## src/rtl/nrzi_rx.sv

```systemverilog
// nrzi_rx: NRZI line receiver with sync detection, byte assembly and framing.
// A decoded 1 means "no transition", a decoded 0 means "transition".
// Optional feature macro NRZI_RX_STUFF_EN: bit-unstuffing after six 1s and
// stuff-error detection. Without it every decoded bit is payload data.
module nrzi_rx (
  input  logic       clk,
  input  logic       reset,
  input  logic       in,
  input  logic       in_valid,
  output logic [7:0] data_out,
  output logic       data_valid,
  output logic       sop,
  output logic       eop,
  output logic       err,
  output logic       busy
);

  typedef enum logic [1:0] {
    ST_IDLE  = 2'd0,
    ST_DATA  = 2'd1,
    ST_ERROR = 2'd2
  } state_e;

  state_e      state_q, state_d;
  logic        prev_q, prev_d;
  logic [7:0]  sync_q, sync_d;
  logic [2:0]  fill_q, fill_d;
  logic [2:0]  bit_cnt_q, bit_cnt_d;
  logic [6:0]  shift_q, shift_d;
  logic [7:0]  data_out_q, data_out_d;
  logic        data_valid_q, data_valid_d;
  logic        sop_q, sop_d;
  logic        eop_q, eop_d;
  logic        err_q, err_d;
  logic        dbit;
  logic        stuff_pending;

`ifdef NRZI_RX_STUFF_EN
  logic [2:0]  ones_q, ones_d;
  assign stuff_pending = (ones_q == 3'd6);
`else
  assign stuff_pending = 1'b0;
`endif

  // NRZI decode against the previous sampled level
  assign dbit = (in == prev_q);

  // Next-state, datapath and event-pulse logic
  always_comb begin
    state_d      = state_q;
    prev_d       = in_valid ? in : 1'b1;
    sync_d       = sync_q;
    fill_d       = fill_q;
    bit_cnt_d    = bit_cnt_q;
    shift_d      = shift_q;
    data_out_d   = data_out_q;
    data_valid_d = 1'b0;
    sop_d        = 1'b0;
    eop_d        = 1'b0;
    err_d        = 1'b0;
`ifdef NRZI_RX_STUFF_EN
    ones_d       = ones_q;
`endif
    unique case (state_q)
      ST_IDLE: begin
        if (in_valid) begin
          sync_d = {sync_q[6:0], dbit};
          if (fill_q != 3'd7) fill_d = fill_q + 3'd1;
          // fill_q guards against a short history after idle/reset looking
          // like seven received zeros
          if ((fill_q == 3'd7) && (sync_d == 8'h01)) begin
            state_d   = ST_DATA;
            sop_d     = 1'b1;
            sync_d    = '0;
            fill_d    = '0;
            bit_cnt_d = '0;
`ifdef NRZI_RX_STUFF_EN
            ones_d    = 3'd1;
`endif
          end
        end else begin
          sync_d = '0;
          fill_d = '0;
        end
      end
      ST_DATA: begin
        if (in_valid) begin
          if (stuff_pending) begin
            if (dbit) begin
              err_d     = 1'b1;
              state_d   = ST_ERROR;
              bit_cnt_d = '0;
            end
`ifdef NRZI_RX_STUFF_EN
            ones_d = '0;
`endif
          end else begin
            shift_d   = {dbit, shift_q[6:1]};
            bit_cnt_d = bit_cnt_q + 3'd1;
            if (bit_cnt_q == 3'd7) begin
              data_out_d   = {dbit, shift_q};
              data_valid_d = 1'b1;
            end
`ifdef NRZI_RX_STUFF_EN
            ones_d = dbit ? ones_q + 3'd1 : 3'd0;
`endif
          end
        end else begin
          if ((bit_cnt_q == 3'd0) && !stuff_pending) eop_d = 1'b1;
          else                                      err_d = 1'b1;
          state_d   = ST_IDLE;
          bit_cnt_d = '0;
`ifdef NRZI_RX_STUFF_EN
          ones_d    = '0;
`endif
        end
      end
      ST_ERROR: begin
        if (!in_valid) state_d = ST_IDLE;
      end
      default: state_d = ST_IDLE;
    endcase
  end

  // State and output registers with synchronous reset
  always_ff @(posedge clk) begin
    if (reset) begin
      state_q      <= ST_IDLE;
      prev_q       <= 1'b1;
      sync_q       <= '0;
      fill_q       <= '0;
      bit_cnt_q    <= '0;
      shift_q      <= '0;
      data_out_q   <= '0;
      data_valid_q <= 1'b0;
      sop_q        <= 1'b0;
      eop_q        <= 1'b0;
      err_q        <= 1'b0;
`ifdef NRZI_RX_STUFF_EN
      ones_q       <= '0;
`endif
    end else begin
      state_q      <= state_d;
      prev_q       <= prev_d;
      sync_q       <= sync_d;
      fill_q       <= fill_d;
      bit_cnt_q    <= bit_cnt_d;
      shift_q      <= shift_d;
      data_out_q   <= data_out_d;
      data_valid_q <= data_valid_d;
      sop_q        <= sop_d;
      eop_q        <= eop_d;
      err_q        <= err_d;
`ifdef NRZI_RX_STUFF_EN
      ones_q       <= ones_d;
`endif
    end
  end

  assign data_out   = data_out_q;
  assign data_valid = data_valid_q;
  assign sop        = sop_q;
  assign eop        = eop_q;
  assign err        = err_q;
  assign busy       = (state_q != ST_IDLE);

endmodule

```

## config.mk

```make
export PLATFORM = sky130hd
export DESIGN_NAME = nrzi_rx
export DESIGN_NICKNAME = d
export VERILOG_FILES = /design/src/rtl/nrzi_rx.sv
export SDC_FILE = /design/constraint.sdc
export NUM_CORES = 1
export LEC_CHECK = 0
export BUFFER_PORTS_ARGS = -buffer_cell sky130_fd_sc_hd__buf_2
export CORE_MARGIN = 1
export CORE_UTILIZATION = 55
export DETAILED_ROUTE_END_ITERATION = 10
export GPL_TIMING_DRIVEN = 0
export PLACE_DENSITY = 0.76
export SYNTH_ARGS = -nofsm -noshare
export SYNTH_HDL_FRONTEND = slang
export SYNTH_SLANG_ARGS = --single-unit
```

## constraint.sdc

```tcl
create_clock -name clk -period 1.9 [get_ports clk]
set_clock_uncertainty 0.15 [all_clocks]
set_input_delay 0.285 -clock clk [delete_from_list [all_inputs] [get_ports clk]]
set_output_delay 0.285 -clock clk [all_outputs]
set_load 0.01 [all_outputs]
```

# After elaboration in Yosys (flattened, before gate mapping)
# Cells that the tools add are included.
[word_totals]
latch_bits = 0
mem_count = 0
wordCells = 59
romBits = 0
inputBits = 4
regBits = 35
ram_bits = 0
[classes]
mux = 17
order_cmp = 0
shift = 0
n_div = 0
n_mul = 0
addsub = 2
bitwise_logic = 3
eq_ne = 11
n_reduce_logical = 15
[op_table]
columns = ["operator", "n"]
rows = [
  ["two-way mux 3 bit", 6],
  ["two-way mux 7 bit", 2],
  ["AND reduction 3 bit", 3],
  ["OR reduction 3 bit", 3],
  ["equality test 8 x 1 -> 1 bit, second input constant", 1],
  ["adder 3 x 1 -> 3 bit, second input constant", 2],
  ["equality test 3 bit, second input constant", 2],
  ["two-way mux 2 bit", 3],
  ["inequality test 2 bit, second input constant", 3],
  ["one-hot mux 3 bit (2 select lines)", 1],
  ["two-way mux 1 bit", 4],
  ["one-hot mux 2 bit (2 select lines)", 1],
  ["AND reduction 2 bit", 2],
  ["nonzero test 2 bit", 2],
  ["OR reduction 2 bit", 2],
  ["zero test 3 bit", 1],
  ["inequality test 3 x 1 -> 1 bit, second input constant", 1],
  ["inequality test 3 bit, second input constant", 1],
  ["NOT 1 bit", 3],
  ["equality test 2 x 1 -> 1 bit, second input constant", 1],
  ["equality test 2 bit, second input constant", 1],
  ["zero test 2 bit", 1],
  ["equality test 1 bit", 1],
  ["logical AND 1 bit", 1],
]

# Logic depth before layout (Yosys ltp)
# Gate-level depths: netlist of the first run.
[depth]
depth_word = 6
mapped_depth = 6
mapped_depth_nobuf = 6

# Worst setup path after synthesis of the first run
# Ideal clock, no wire load.
[synth_path]
path_type = "flip-flop to flip-flop"
startpoint = "register fill_q[0]"
endpoint = "register fill_q[2]"
stages_incl_launch_ff = 7
path_buffers = 0
required_time_ns = 1.683
setup_slack_ns = 0.405
synth_period_minus_slack_ns = 1.495
setup_ns = 0.067
t_arrival_ns = 1.278
cell_sequence = "dfxtp_1 -> ha_1 -> ha_1 -> a21oi_1 -> a31oi_1 -> or2_1 -> a21oi_2"
[synth_between]
elab_chain_len = 4
[synth_lines]
columns = ["item", "line_no", "text"]
rows = [
  ["from (decl)", "27", "logic [2:0] fill_q, fill_d;"],
  ["from (signal assigned)", "146", "fill_q <= fill_d;"],
  ["adder 3 x 1 -> 3 bit or equality test 3 bit (tied branches)", "68, 71", ""],
  ["two-way mux 3 bit or logical AND 1 bit (tied branches)", "68, 71", ""],
  ["two-way mux 3 bit or inequality test 3 x 1 -> 1 bit (tied branches)", "-", ""],
  ["two-way mux 3 bit or AND reduction 2 bit (tied branches)", "-", ""],
]
# Several ways; a longest one is shown, not always the timed one. The select of a mux whose other input is x is not followed.
# A chain may end at the register's enable or synchronous reset.

# Worst setup path in the final report of the first run
[layout_path]
startpoint = "register fill_q[0]"
endpoint = "register fill_q[1]"
# Same word-level chain as after synthesis.

==> results of run 1 <==
## synthesized netlist by cell type (all sizes together)
master  instances  area (µm²)
clkbuf          5        18.8
nand4b          2        17.5
a31oi           1        6.26
nand2b          1        6.26
nand4           2        12.5
buf             5        30.0
or3             2        12.5
nor3b           1        7.51
o211ai          1        7.51
a21oi          27         139
o32ai           1        8.76
or2             2        12.5
dfxtp          34         681
ha              5        62.6
nor3            2        10.0
a221oi          1        8.76
xnor2           1        16.3
nand2          33         124
inv             6        22.5
nand3          14        70.1
nor2            3        11.3
and3            1        6.26
nor4            3        31.3
o41ai           2        17.5
## routing by layer
| layer | vias up | share of wire, % | global-route usage, % |
|---|---|---|---|
| met1 | 527 | 48 | 29.2 |
| met2 | 23 | 47 | 36.8 |
| met5 | - | 0 | 0 |
| met3 | 4 | 3.8 | 10.1 |
| li1 | 580 | - | - |
| met4 | 0 | 1.1 | 9.46 |
## power by group through the flow
stage / registers [µW] / clock network, µW / logic, µW
after global routing: 722 / 456 / 50.9
after detailed placement: 737 / 0 / 44.8
after global placement: 737 / 0 / 44.0
after CTS: 721 / 420 / 45.3
final: 721 / 409 / 45.9
after floorplan: 736 / 0 / 30.1
## final timing paths
check	slack, ns	endpoint	cells past startpoint	start
max	0.24	fill_q[1]$_SDFFE_PP0P_	5	fill_q[0]$_SDFFE_PP0P_
min	0.03	prev_q$_SDFF_PP1_	2	in
max reg2reg	0.24	fill_q[1]$_SDFFE_PP0P_	5	fill_q[0]$_SDFFE_PP0P_
min reg2reg	0.30	data_out[6]$_SDFFE_PP0P_	2	data_out[6]$_SDFFE_PP0P_
## per-stage QoR
stage	hold WS [ns]	instance area, µm²	total power, µW	instances
after detailed placement	0.295	1460	782	199
after floorplan	0.242	1340	766	155
final	0.0289	1520	1180	207
after global routing	0.0146	1520	1230	207
after global placement	0.291	1460	781	199
after CTS	0.0285	1520	1190	207
## sequential cells by signal, summed over array words and instances, names as in the netlist
| name | flops |
|---|---|
| data_out | 8 |
| shift_q | 7 |
| sync_q | 7 |
| bit_cnt_q | 3 |
| fill_q | 3 |
| data_valid | 1 |
| eop | 1 |
| err | 1 |
| prev_q | 1 |
| sop | 1 |
| state_q | 1 |
## worst register-to-register path, delay by kind of cell, from the launching register on
family / cells / cell delay (ns)
AO/OA/AOI/OAI: 2 / 0.47
adder cells (fa/ha/maj): 2 / 0.42
flip-flops: 1 / 0.33
AND/OR/NAND/NOR: 1 / 0.18
## cells by family (layout without fill, tap and decap cells)
family / after synthesis / in the layout / share of synthesized area, %
XOR/XNOR: 1 / 1 / 1.21
buffers and inverters: 16 / 40 / 5.32
AND/OR/NAND/NOR: 66 / 66 / 24.0
flip-flops: 34 / 34 / 50.8
adder cells (fa/ha/maj): 5 / 5 / 4.67
AO/OA/AOI/OAI: 33 / 33 / 14.0
## cell type report
| cell class | instances | area (µm²) | share of cell area, % |
|---|---|---|---|
| multi-input combinational | 105 | 588 | 38.8 |
| inverter | 6 | 22.5 | 1.49 |
| tap | 28 | 35.0 | 2.31 |
| sequential | 34 | 681 | 44.9 |
| buffer | 10 | 48.8 | 3.22 |
| clock buffer | 7 | 55.1 | 3.63 |
| clock inverter | 1 | 5.00 | 0.330 |
| timing repair buffer | 16 | 80.1 | 5.28 |
==> results.toml, run 1 <==
[run_status]
status = "complete, no violations"

[setup_path]
critical_path.endpoint_type = "flip-flop"
crit_path_frequent_cell = "sky130_fd_sc_hd__ha_1"
critical_path_class = "reg2reg"
critical_path.max_stage_delay_ns = 0.34
crit_buf_inv = 0
sequence_of_cells_on_the_critical_path = "ha_1, ha_1, nand4_1, o211ai_1, a221oi_1"
critical_path.slowest_cell = "sky130_fd_sc_hd__a221oi_1"
critical_path.max_fanout = 5
critPathLaunchType = "flip-flop"
crit_arrival_ns = 1.74
worst_endpoint_required_time_ns = 1.98
category_of_cells_accounting_for_the_largest_share_of_critical_path_delay = "compound AO/OA/AOI/OAI gates"

[pwr]
p_sw_share_pct = 22.5
power.share.clock_pct = 34.8
power.share.sequential_pct = 61.3
power.density_mw_per_mm2 = 776
peakVddDrop_mv = 0.662
power_internal_uw = 912
combinationalPowerShare_pct = 3.9
power_switching_uw = 264
static-leakage-power_uw = 0.000576

[timing]
final_max_slew_viol_count = 0
worstMarginPinSlew_ns = 0.475
max_slew_headroom_pct = 68.3
final.period_utilization_pct = 87.2
period_minus_slack_ns = 1.66
setup-tns-final_ns = 0
achievable-frequency_mhz = 603
setup_slack_ns = 0.242
final_hold_vios = 0
rsz0062_at_grt = "false"
finalSetupViolations = 0

[clock_tree]
cts_tree = "done"
cts.clk_slew.worst_paths_ns = 0.09
post-cts-setup-buffer-count = 0
worst_skew_pair.late_latency_ns = 0.33
cts_hold_buffers = 0
cts-root-buf = "sky130_fd_sc_hd__clkbuf_4"
total_clock_sinks = 34
numCtsBuffers = 5
cts_htree_levels = 2
cts_resized = 0
maximum_number_of_buffers_from_clock_root_to_sink = 2

[synthesis]
syn_nets = 164
synth_cell_types = 29
ys_warn_count = 0
synthCells = 155
syn-mean-instance-area_um2 = 8.65
netlist_area_mm2 = 0.00134
postSynthRegisterBits = 34
synth.yosys.seq_area_share_pct = 50.8

[detailed_routing]
final_antenna_net_count = 0
initialDrtViolationCount = 21
vias = 1134
drt-wirelength-per-cell_um = 13.1
remaining_drc_errors = 0
firstDrtPassIters = 4
drt-total-wl_um = 2700
number_of_vias_per_cell = 5.48

[final_layout]
nFillCells = 202
final_layout_size_suffix_gt1_share_pct = 17.9
leading_cell_type_in_the_layout_fill_and_taps_excluded = "sky130_fd_sc_hd__dfxtp_1"
layout_common_cells = "sky130_fd_sc_hd__dfxtp_1 (34), sky130_fd_sc_hd__nand2_1 (33), sky130_fd_sc_hd__a21oi_1 (26)"
area_delta_synth_final_pct = 13.1
finalCoreUtilization_pct = 67.2
final_nets = 187
insertedDiodeCount = 0

[grt]
globalRouteTotalUtil_pct = 23.9
number_of_global_route_vias_before_repair = 1039
grt_start_max_net_pins = 11
global_route_wire_length_before_repair_um = 4530
grt_remaining_overflow = 0
grt_antenna_before_repair = 0

[placement]
place.port_buffers = 16
place_congestion = 0.802
place_ws_ns = 0.274
post_dp_hpwl_um = 1860

[worst_hold_path]
path_class_of_the_lowest_slack_min_delay_path = "in2reg"

[floorplan]
die_span_x_um = 51.4
floorplan.die_area_mm2 = 0.00264
fp.coreArea_mm2 = 0.00225
design.portCount = 17
row_count = 17
floorplan.initialDensity_pct = 59.4
die_height_um = 51.4

[flow_run]
drv.max_cap_violation_count = 0
Note: power is estimated with default switching activity, not from simulation.
==> inputs of run 2 (changes only) <==
--- a/config.mk
+++ b/config.mk
@@ -10,6 +10,7 @@
 export CORE_UTILIZATION = 55
 export DETAILED_ROUTE_END_ITERATION = 10
 export GPL_TIMING_DRIVEN = 0
+export MAX_ROUTING_LAYER = met4
 export PLACE_DENSITY = 0.76
 export SYNTH_ARGS = -nofsm -noshare
 export SYNTH_HDL_FRONTEND = slang
==> run 2 against run 1 <==
Effect of this change:
- sequential share of layout area unchanged
- global-route usage up 0.58 points
- flip-flop and latch count stayed put
- critical endpoint unchanged
- cell count is the same
- largest power group unchanged
- clock power about the same
- setup slack got worse by 0.0030 ns
- critical path depth did not move
- count of clock-buffer cells in the layout unchanged
- power about the same
- wire length fell by 0.26%
- via count decreased by 0.53%
==> results.toml, run 2 (synthesis results as in run 1) <==
[run_status]
status = "complete, no violations"

[placement]
post_dp_hpwl_um = 1860
place_congestion = 0.814
place.port_buffers = 16
postPlaceCellArea_mm2 = 0.00146
place_inst = 199

[timing]
achievable-frequency_mhz = 602
final_max_slew_viol_count = 0
period_minus_slack_ns = 1.66
setup-tns-final_ns = 0
rsz0062_at_grt = "false"
max_slew_headroom_pct = 68.6
final.period_utilization_pct = 87.4
finalSetupViolations = 0
worstMarginPinSlew_ns = 0.471
final_hold_vios = 0
hold_slack_ns = 0.0275

[detailed_routing]
number_of_vias_per_cell = 5.45
remaining_drc_errors = 0
firstDrtPassIters = 4
final_antenna_net_count = 0
initialDrtViolationCount = 21
drt-total-wl_um = 2700
drt-wirelength-per-cell_um = 13.0
vias = 1128

[grt]
grt_antenna_before_repair = 0
use_met1_pct = 28.8
number_of_global_route_vias_before_repair = 1041
top_usage_layer = "met2"
grt_start_max_net_pins = 11
globalRouteTotalUtil_pct = 24.5
grt_remaining_overflow = 0
gr-usage-met2_pct = 37.0
groute.layer.met3.usage_pct = 10.1
global_route_wire_length_before_repair_um = 4520

[pwr]
combinationalPowerShare_pct = 3.9
static-leakage-power_uw = 0.000576
power_switching_uw = 265
power.share.sequential_pct = 61.2
power_internal_uw = 912
p_sw_share_pct = 22.5
power.density_mw_per_mm2 = 777
power.share.clock_pct = 34.9
peakVddDrop_mv = 0.662

[setup_path]
critical_path.endpoint_type = "flip-flop"
critPathLaunchType = "flip-flop"
critical_path_class = "reg2reg"
crit_arrival_ns = 1.74
critical_path.max_fanout = 5
worst_endpoint_required_time_ns = 1.98

[floorplan]
floorplan.die_area_mm2 = 0.00264
design.portCount = 17
die_span_x_um = 51.4
die_height_um = 51.4
fp.coreArea_mm2 = 0.00225
row_count = 17
floorplan.initialDensity_pct = 59.4

[final_layout]
insertedDiodeCount = 0
final_nets = 187
area_delta_synth_final_pct = 13.1
final_layout_size_suffix_gt1_share_pct = 17.9
post-route-cell-area_mm2 = 0.00152
layout_common_cells = "sky130_fd_sc_hd__dfxtp_1 (34), sky130_fd_sc_hd__nand2_1 (33), sky130_fd_sc_hd__a21oi_1 (26)"
leading_cell_type_in_the_layout_fill_and_taps_excluded = "sky130_fd_sc_hd__dfxtp_1"
finished_layout_cells = 207
number_of_flip_flops_in_the_largest_register = 8

[clock_tree]
cts_tree = "done"
cts_resized = 0
numCtsBuffers = 5
post-cts-setup-buffer-count = 0
cts_htree_levels = 2
cts_hold_buffers = 0
cts-root-buf = "sky130_fd_sc_hd__clkbuf_4"
cts.clk_slew.worst_paths_ns = 0.09
total_clock_sinks = 34
maximum_number_of_buffers_from_clock_root_to_sink = 2
worst_skew_pair.late_latency_ns = 0.33

[flow_run]
drv.max_cap_violation_count = 0

[worst_hold_path]
path_class_of_the_lowest_slack_min_delay_path = "in2reg"
## run 2: cell counts in the layout (fill, tap and decap cells not counted)
No cell type changed its count.
## run 2: power groups by stage
stage                     registers (µW)  logic (µW)  clock network [µW]
after floorplan                      736        30.1                   0
after global placement               737        44.0                   0
after detailed placement             737        44.8                   0
after CTS                            721        45.3                 420
after global routing                 722        50.8                 456
final                                721        45.8                 411
## run 2: worst paths after layout
path                                  from                        to  slack [ns]  cells past startpoint
setup / recovery    fill_q[0]$_SDFFE_PP0P_    fill_q[1]$_SDFFE_PP0P_        0.24                      5
hold / removal                          in         prev_q$_SDFF_PP1_        0.03                      2
setup reg to reg    fill_q[0]$_SDFFE_PP0P_    fill_q[1]$_SDFFE_PP0P_        0.24                      5
hold reg to reg   data_out[6]$_SDFFE_PP0P_  data_out[6]$_SDFFE_PP0P_        0.30                      2
## run 2: cell type report
type / count / area [µm²]
buffer: 10 / 48.8
clock buffer: 7 / 55.1
clock inverter: 1 / 5.00
fill: 202 / 739
inverter: 6 / 22.5
multi-input combinational: 105 / 588
sequential: 34 / 681
tap: 28 / 35.0
timing repair buffer: 16 / 80.1
## run 2: metal layers
metal	part of all wire [%]	wire [µm]
met5	0	0
met2	46	1250
met4	1.4	37
met1	49	1310
met3	3.6	96
## run 2: stage by stage
step                      total power [µW]  util (%)  setup WS (ns)
final                                 1180      67.2          0.239
after global routing                  1230      67.2          0.150
after CTS                             1190      67.2          0.245
after detailed placement               782      64.5          0.274
after global placement                 781      64.5          0.336
after floorplan                        766         -          0.405
## run 2: critical path, cell delays in order (launching register included)
cell	delay, ns
sky130_fd_sc_hd__dfxtp_1	0.33
sky130_fd_sc_hd__ha_1	0.20
sky130_fd_sc_hd__ha_1	0.22
sky130_fd_sc_hd__nand4_1	0.18
sky130_fd_sc_hd__o211ai_1	0.13
sky130_fd_sc_hd__a221oi_1	0.34
